--- src/rtl/l1_dcache.sv ---
// l1_dcache: direct-mapped, write-through, no-write-allocate data cache with
// 4-word lines, sitting between the RV32I core data port and a word-wide
// backing memory with a req/ack handshake. Read hits answer in the same cycle;
// misses and every store stall the core until the backing memory completes.
module l1_dcache #(
  parameter int unsigned LINES = 16
) (
  input  logic        clk,
  input  logic        rst,
  input  logic [31:0] addr,
  input  logic [31:0] wdata,
  input  logic        we,
  input  logic        re,
  input  logic [1:0]  wfrmt,
  output logic [31:0] rdata,
  output logic        stall,
  output logic        misalign,
  output logic        mem_req,
  output logic        mem_we,
  output logic [31:0] mem_addr,
  output logic [31:0] mem_wdata,
  output logic [3:0]  mem_wstrb,
  input  logic        mem_ack,
  input  logic [31:0] mem_rdata
);

  localparam int unsigned IW = $clog2(LINES);
  localparam int unsigned TW = 28 - IW;

  typedef enum logic [1:0] {
    IDLE,
    REFILL,
    WRITE,
    DONE
  } state_t;

  state_t            state_q, state_d;
  logic [1:0]        beat_q, beat_d;
  logic [LINES-1:0]  valid_q;
  logic [TW-1:0]     tag_q  [LINES];
  logic [31:0]       data_q [LINES][4];

  logic [IW-1:0]     idx;
  logic [TW-1:0]     tag;
  logic              hit;
  logic [31:0]       word_rd;
  logic [31:0]       rd_shifted;
  logic [3:0]        strb_base;
  logic [3:0]        wr_strb;
  logic [31:0]       wr_data;
  logic              misal_c;
  logic              is_store;
  logic              is_load;
  logic              refill_wr;
  logic              refill_last;
  logic              store_merge;

  assign idx        = addr[4 +: IW];
  assign tag        = addr[31 -: TW];
  assign hit        = valid_q[idx] && (tag_q[idx] == tag);
  assign word_rd    = data_q[idx][addr[3:2]];
  assign rd_shifted = word_rd >> {addr[1:0], 3'b000};
  assign wr_strb    = strb_base << addr[1:0];
  assign wr_data    = wdata << {addr[1:0], 3'b000};

  // Access size decode, natural-alignment check and request classification
  always_comb begin
    strb_base = 4'b1111;
    misal_c   = 1'b0;
    case (wfrmt)
      2'b00:   strb_base = 4'b0001;
      2'b01:   strb_base = 4'b0011;
      default: strb_base = 4'b1111;
    endcase
    if (re || we) begin
      if (wfrmt == 2'b01)
        misal_c = addr[0];
      else if (wfrmt[1])
        misal_c = (addr[1:0] != 2'b00);
    end
    is_store = we && !misal_c;
    is_load  = re && !we && !misal_c;
  end

  // Next-state logic and all core/backing-memory outputs
  always_comb begin
    state_d     = state_q;
    beat_d      = beat_q;
    rdata       = '0;
    stall       = 1'b0;
    misalign    = misal_c;
    mem_req     = 1'b0;
    mem_we      = 1'b0;
    mem_addr    = '0;
    mem_wdata   = '0;
    mem_wstrb   = '0;
    refill_wr   = 1'b0;
    refill_last = 1'b0;
    store_merge = 1'b0;
    case (state_q)
      IDLE: begin
        if (is_store) begin
          stall   = 1'b1;
          state_d = WRITE;
        end else if (is_load) begin
          if (hit) begin
            rdata = rd_shifted;
          end else begin
            stall   = 1'b1;
            beat_d  = '0;
            state_d = REFILL;
          end
        end
      end
      REFILL: begin
        stall    = 1'b1;
        mem_req  = 1'b1;
        mem_addr = {addr[31:4], beat_q, 2'b00};
        if (mem_ack) begin
          refill_wr = 1'b1;
          beat_d    = beat_q + 2'd1;
          if (beat_q == 2'd3) begin
            refill_last = 1'b1;
            state_d     = DONE;
          end
        end
      end
      WRITE: begin
        stall     = 1'b1;
        mem_req   = 1'b1;
        mem_we    = 1'b1;
        mem_addr  = {addr[31:2], 2'b00};
        mem_wdata = wr_data;
        mem_wstrb = wr_strb;
        if (mem_ack) begin
          store_merge = hit;
          state_d     = DONE;
        end
      end
      DONE: begin
        state_d = IDLE;
        if (is_load && hit)
          rdata = rd_shifted;
      end
      default: state_d = IDLE;
    endcase
    // Reset forces the IDLE state asynchronously; these keep a held request
    // from raising stall/misalign/rdata while reset is still asserted.
    if (rst) begin
      stall    = 1'b0;
      misalign = 1'b0;
      rdata    = '0;
    end
  end

  // State, beat counter and valid bits with asynchronous reset
  always_ff @(posedge clk or posedge rst) begin
    if (rst) begin
      state_q <= IDLE;
      beat_q  <= '0;
      valid_q <= '0;
    end else begin
      state_q <= state_d;
      beat_q  <= beat_d;
      if (refill_last)
        valid_q[idx] <= 1'b1;
    end
  end

  // Line data and tags: refill beats and write-through merge on store hits
  always_ff @(posedge clk) begin
    if (refill_wr)
      data_q[idx][beat_q] <= mem_rdata;
    if (refill_last)
      tag_q[idx] <= tag;
    if (store_merge) begin
      for (int unsigned b = 0; b < 4; b++) begin
        if (wr_strb[b])
          data_q[idx][addr[3:2]][8*b +: 8] <= wr_data[8*b +: 8];
      end
    end
  end

endmodule

--- config.mk ---
export PLATFORM = sky130hd
export DESIGN_NAME = l1_dcache
export DESIGN_NICKNAME = d
export VERILOG_FILES = /design/src/rtl/l1_dcache.sv
export SDC_FILE = /design/constraint.sdc
export NUM_CORES = 2
export LEC_CHECK = 0
export ABC_AREA = 1
export ABC_CLOCK_PERIOD_IN_PS = 5700
export CORE_MARGIN = 2
export CORE_UTILIZATION = 50
export CTS_CLUSTER_SIZE = 40
export DETAILED_ROUTE_END_ITERATION = 16
export DONT_BUFFER_PORTS = 1
export HOLD_SLACK_MARGIN = 0.1
export PLACE_DENSITY = 0.74
export SLEW_MARGIN = 20
export SYNTH_ARGS = -nofsm -noshare
export SYNTH_HDL_FRONTEND = slang
export SYNTH_SLANG_ARGS = --single-unit
export TNS_END_PERCENT = 1
--- constraint.sdc ---
create_clock -name clk -period 5.7 [get_ports clk]
set_input_delay 0.855 -clock clk [delete_from_list [all_inputs] [get_ports clk]]
set_output_delay 0.855 -clock clk [all_outputs]
set_load 0.01 [all_outputs]
==> reports/metrics.yaml <==
status: "finished, violations left"
violations: "slew limit, setup timing"
post_cts_buffers: 0
clock_path_buffers: 3
clock_sinks: 2452
die_h_um: 448
top_usage_layer: "met2"
grt_use_total_pct: 29.0
vias_per_cell: 6.34
rows: 163
syn_area_per_cell_sq_um: 12.9
r2r_start: "valid_q[4]$_DFFE_PP0P_"
fin_crit_sh_pct: 102
ios: 207
antenna_left: 0
met1_usage_pct: 37.7
firstDrtPassIters: 9
grt-ovfl-total: 0
finalNonFillerCells: 10700
yosysTopAreaCellShare_pct: 73.9
cp.required_ns: 4.85
yosysTopAreaCell: "edfxtp_1"
synthDistinctLibCells: 44
total_leakage_power_nw: 39.6
coreArea_sq_mm: 0.197
grt_start_max_net_pins: 407
wl_per_cell_um: 27.8
gp_routability_congestion: 0.928
drv_cap: 0
peakVddDrop_mv: 0.306
critPathLaunch: "addr[5]"
grt_setup_unrepaired: "false"
grt_pass1_wl_um: 428000
crit_arrival_ns: 4.95
num_vias: 68000
grt_pass1_vias: 65000
grt_antenna_before_repair: 12
timing.hold.ws_ns: 0.296
final.setup.worst_slack_ns: -0.102
finalCriticalPeriod_ns: 5.80
final_area_sq_mm: 0.112
syn-instance-count: 7634
drtIter0Drc: 10800
cts-root-buf: "clkbuf_16"
hold_path_class: "in2reg"
chipWidth_um: 448
critPathTopFamily: "simple AND/OR/NAND/NOR gates"
synth-seq-cells: 2452
synth.area.top_cells: "edfxtp_1, nand2_1, a22oi_1, nor2_1, o31ai_1"
slew_violations: 194
path_class: "in2out"
cts_buffers: 231
path_clk_slew_ns: 0.06
fin_nets: 7976
setup_viol: 13
end_kind: "output pin"
gr-usage-met2_pct: 43.8
drive_above_1_share_pct: 11.3
hold_violations: 0
die-area_sq_mm: 0.201
synth.most_common_cell: "edfxtp_1"
dpl-instance-area_sq_mm: 0.104
synth_flop_cell: "edfxtp_1"
port-buffer-count: 0
yosysWarnings: 0
worst_slew_pin_slew_ns: 2.00
dp_hpwl_um: 179000
slowest_stage: "nor2_4"
cts_max_level: 4
crit_top_cell: "nand2_1"
clock_latency_ns: 0.90
startpoint_type: "input port"
path_cells: "clkinv_2 > nand2_8 > inv_8 > nand2_1 > nand4_1 > nand2_1 > nand2_1 > nor2_1 > nand2_1 > nor2_1 > nand2_1 > nor2_1 > nand2_1 > nor2_4 > nand3_2 > a21oi_1 > buf_4"
async_reset_ff_share_pct: 0.816
ys_seq_area_share_pct: 74.4
ys_top_cells_by_count: "edfxtp_1, nand2_1, a22oi_1"
hp-start: "mem_ack"
fmax_mhz: 172
crit_fanout: 316
met3_usage_pct: 8.30
start_util_pct: 50.2
max_stage_delay_ns: 0.61
drc: 0
finClkSkew_ns: 0.0796
cts_tree: "done"
area_delta_synth_final_pct: 13.6
wl_um: 298000
reg2reg_slack_ns: 1.44
num-fill-cells: 14900
syn_area_sq_mm: 0.0988
dp_cells: 10200
relSlewSlack_pct: -33.3
crit_buf_inv: 3
setup_tns_ns: -0.389
synth_edf_count: 2432
p_per_area_mw_per_mm2: 338
==> cell families after synthesis <==
| kind of cell | synth area share, % |
|---|---|
| compound gates | 10.1 |
| fa+ha+maj | 0.127 |
| buf+inv | 2.70 |
| flops | 74.4 |
| other cells | 0.00380 |
| simple gates | 12.6 |
==> path summary, 6_finish.rpt <==
check / to / depth (start not counted)
min in group asynchronous: valid_q[5]$_DFFE_PP0P_ / 2
max in group asynchronous: valid_q[15]$_DFFE_PP0P_ / 2
setup / recovery: rdata[19] / 17
hold / removal: state_q[0]$_DFFE_PP0P_ / 3
hold reg to reg: valid_q[8]$_DFFE_PP0P_ / 2
setup reg to reg: data_q[9][119]$_DFFE_PP_ / 16
==> timing repair <==
item                                   in CTS  in global routing
endpoints found under the hold margin     404                  0
resized for setup                           0                  0
hold buffers                               25                  0
setup endpoints to repair                   0                  0
==> worst register-to-register path: stages, from the launching register on <==
cell and delay, ns:
dfrtp_1 0.35, inv_1 0.06, nand2_1 0.10, o21ai_0 0.09, o21ai_0 0.32, nand2_1 0.09, nor2_1 0.29, nand2_1 0.11
nor2_1 0.12, nand2_1 0.06, nor2_1 0.11, nand2_1 0.15, nor2_4 0.61, buf_12 0.27, nand4_4 0.38, a21oi_1 0.59
buf_4 0.24
==> placed cells by master, fill, tap and decap left out, types with 75 or more instances in the layout <==
master | Yosys | layout
a21oi_1 | 299 | 299
a22oi_1 | 535 | 535
buf_4 | 12 | 467
clkbuf_16 | 0 | 233
edfxtp_1 | 2432 | 2432
inv_1 | 102 | 101
nand2_1 | 1911 | 1890
nand3_1 | 75 | 75
nand4_1 | 204 | 204
nor2_1 | 490 | 464
nor3_1 | 300 | 299
o21ai_0 | 146 | 138
o22ai_1 | 258 | 258
o31ai_1 | 229 | 229
==> per-layer routing <==
layer / vias to the layer above / routed length (um)
met5: - / 224
met4: 24 / 18600
li1: 29000 / -
met2: 5089 / 134000
met3: 964 / 41300
met1: 33000 / 103000
==> sequential cells by signal, indices dropped and copies added (netlist names) <==
signal	count
state_q	2
valid_q	16
beat_q	2
tag_q	384
data_q	2048
==> through the flow <==
step	total power, W	utilization, %	setup WS [ns]
final	0.0379	57.0	-0.102
after global routing	0.0387	57.0	0.0656
after CTS	0.0378	57.0	0.371
after detailed placement	0.0230	53.1	0.387
after global placement	0.0229	53.0	0.474
after floorplan	0.0219	-	1.76
==> power by group <==
part | switching [W] | internal, W
logic | 0.00215 | 0.000650
clock network | 0.00676 | 0.00838
registers | 0.0000336 | 0.0199
==> layout make-up <==
| class | instances | area (sq um) | share of cell area (%) |
|---|---|---|---|
| multi-input cells | 4538 | 22900 | 20.4 |
| clock buffers | 280 | 6040 | 5.38 |
| inverters | 109 | 433 | 0.386 |
| clock inverters | 154 | 1440 | 1.28 |
| diodes | 12 | 30.0 | 0.0268 |
| flip-flops and latches | 2452 | 73500 | 65.5 |
| repair buffers | 531 | 4520 | 4.03 |
| well taps | 2640 | 3300 | 2.94 |
Note: power is estimated with default switching activity, not from simulation.
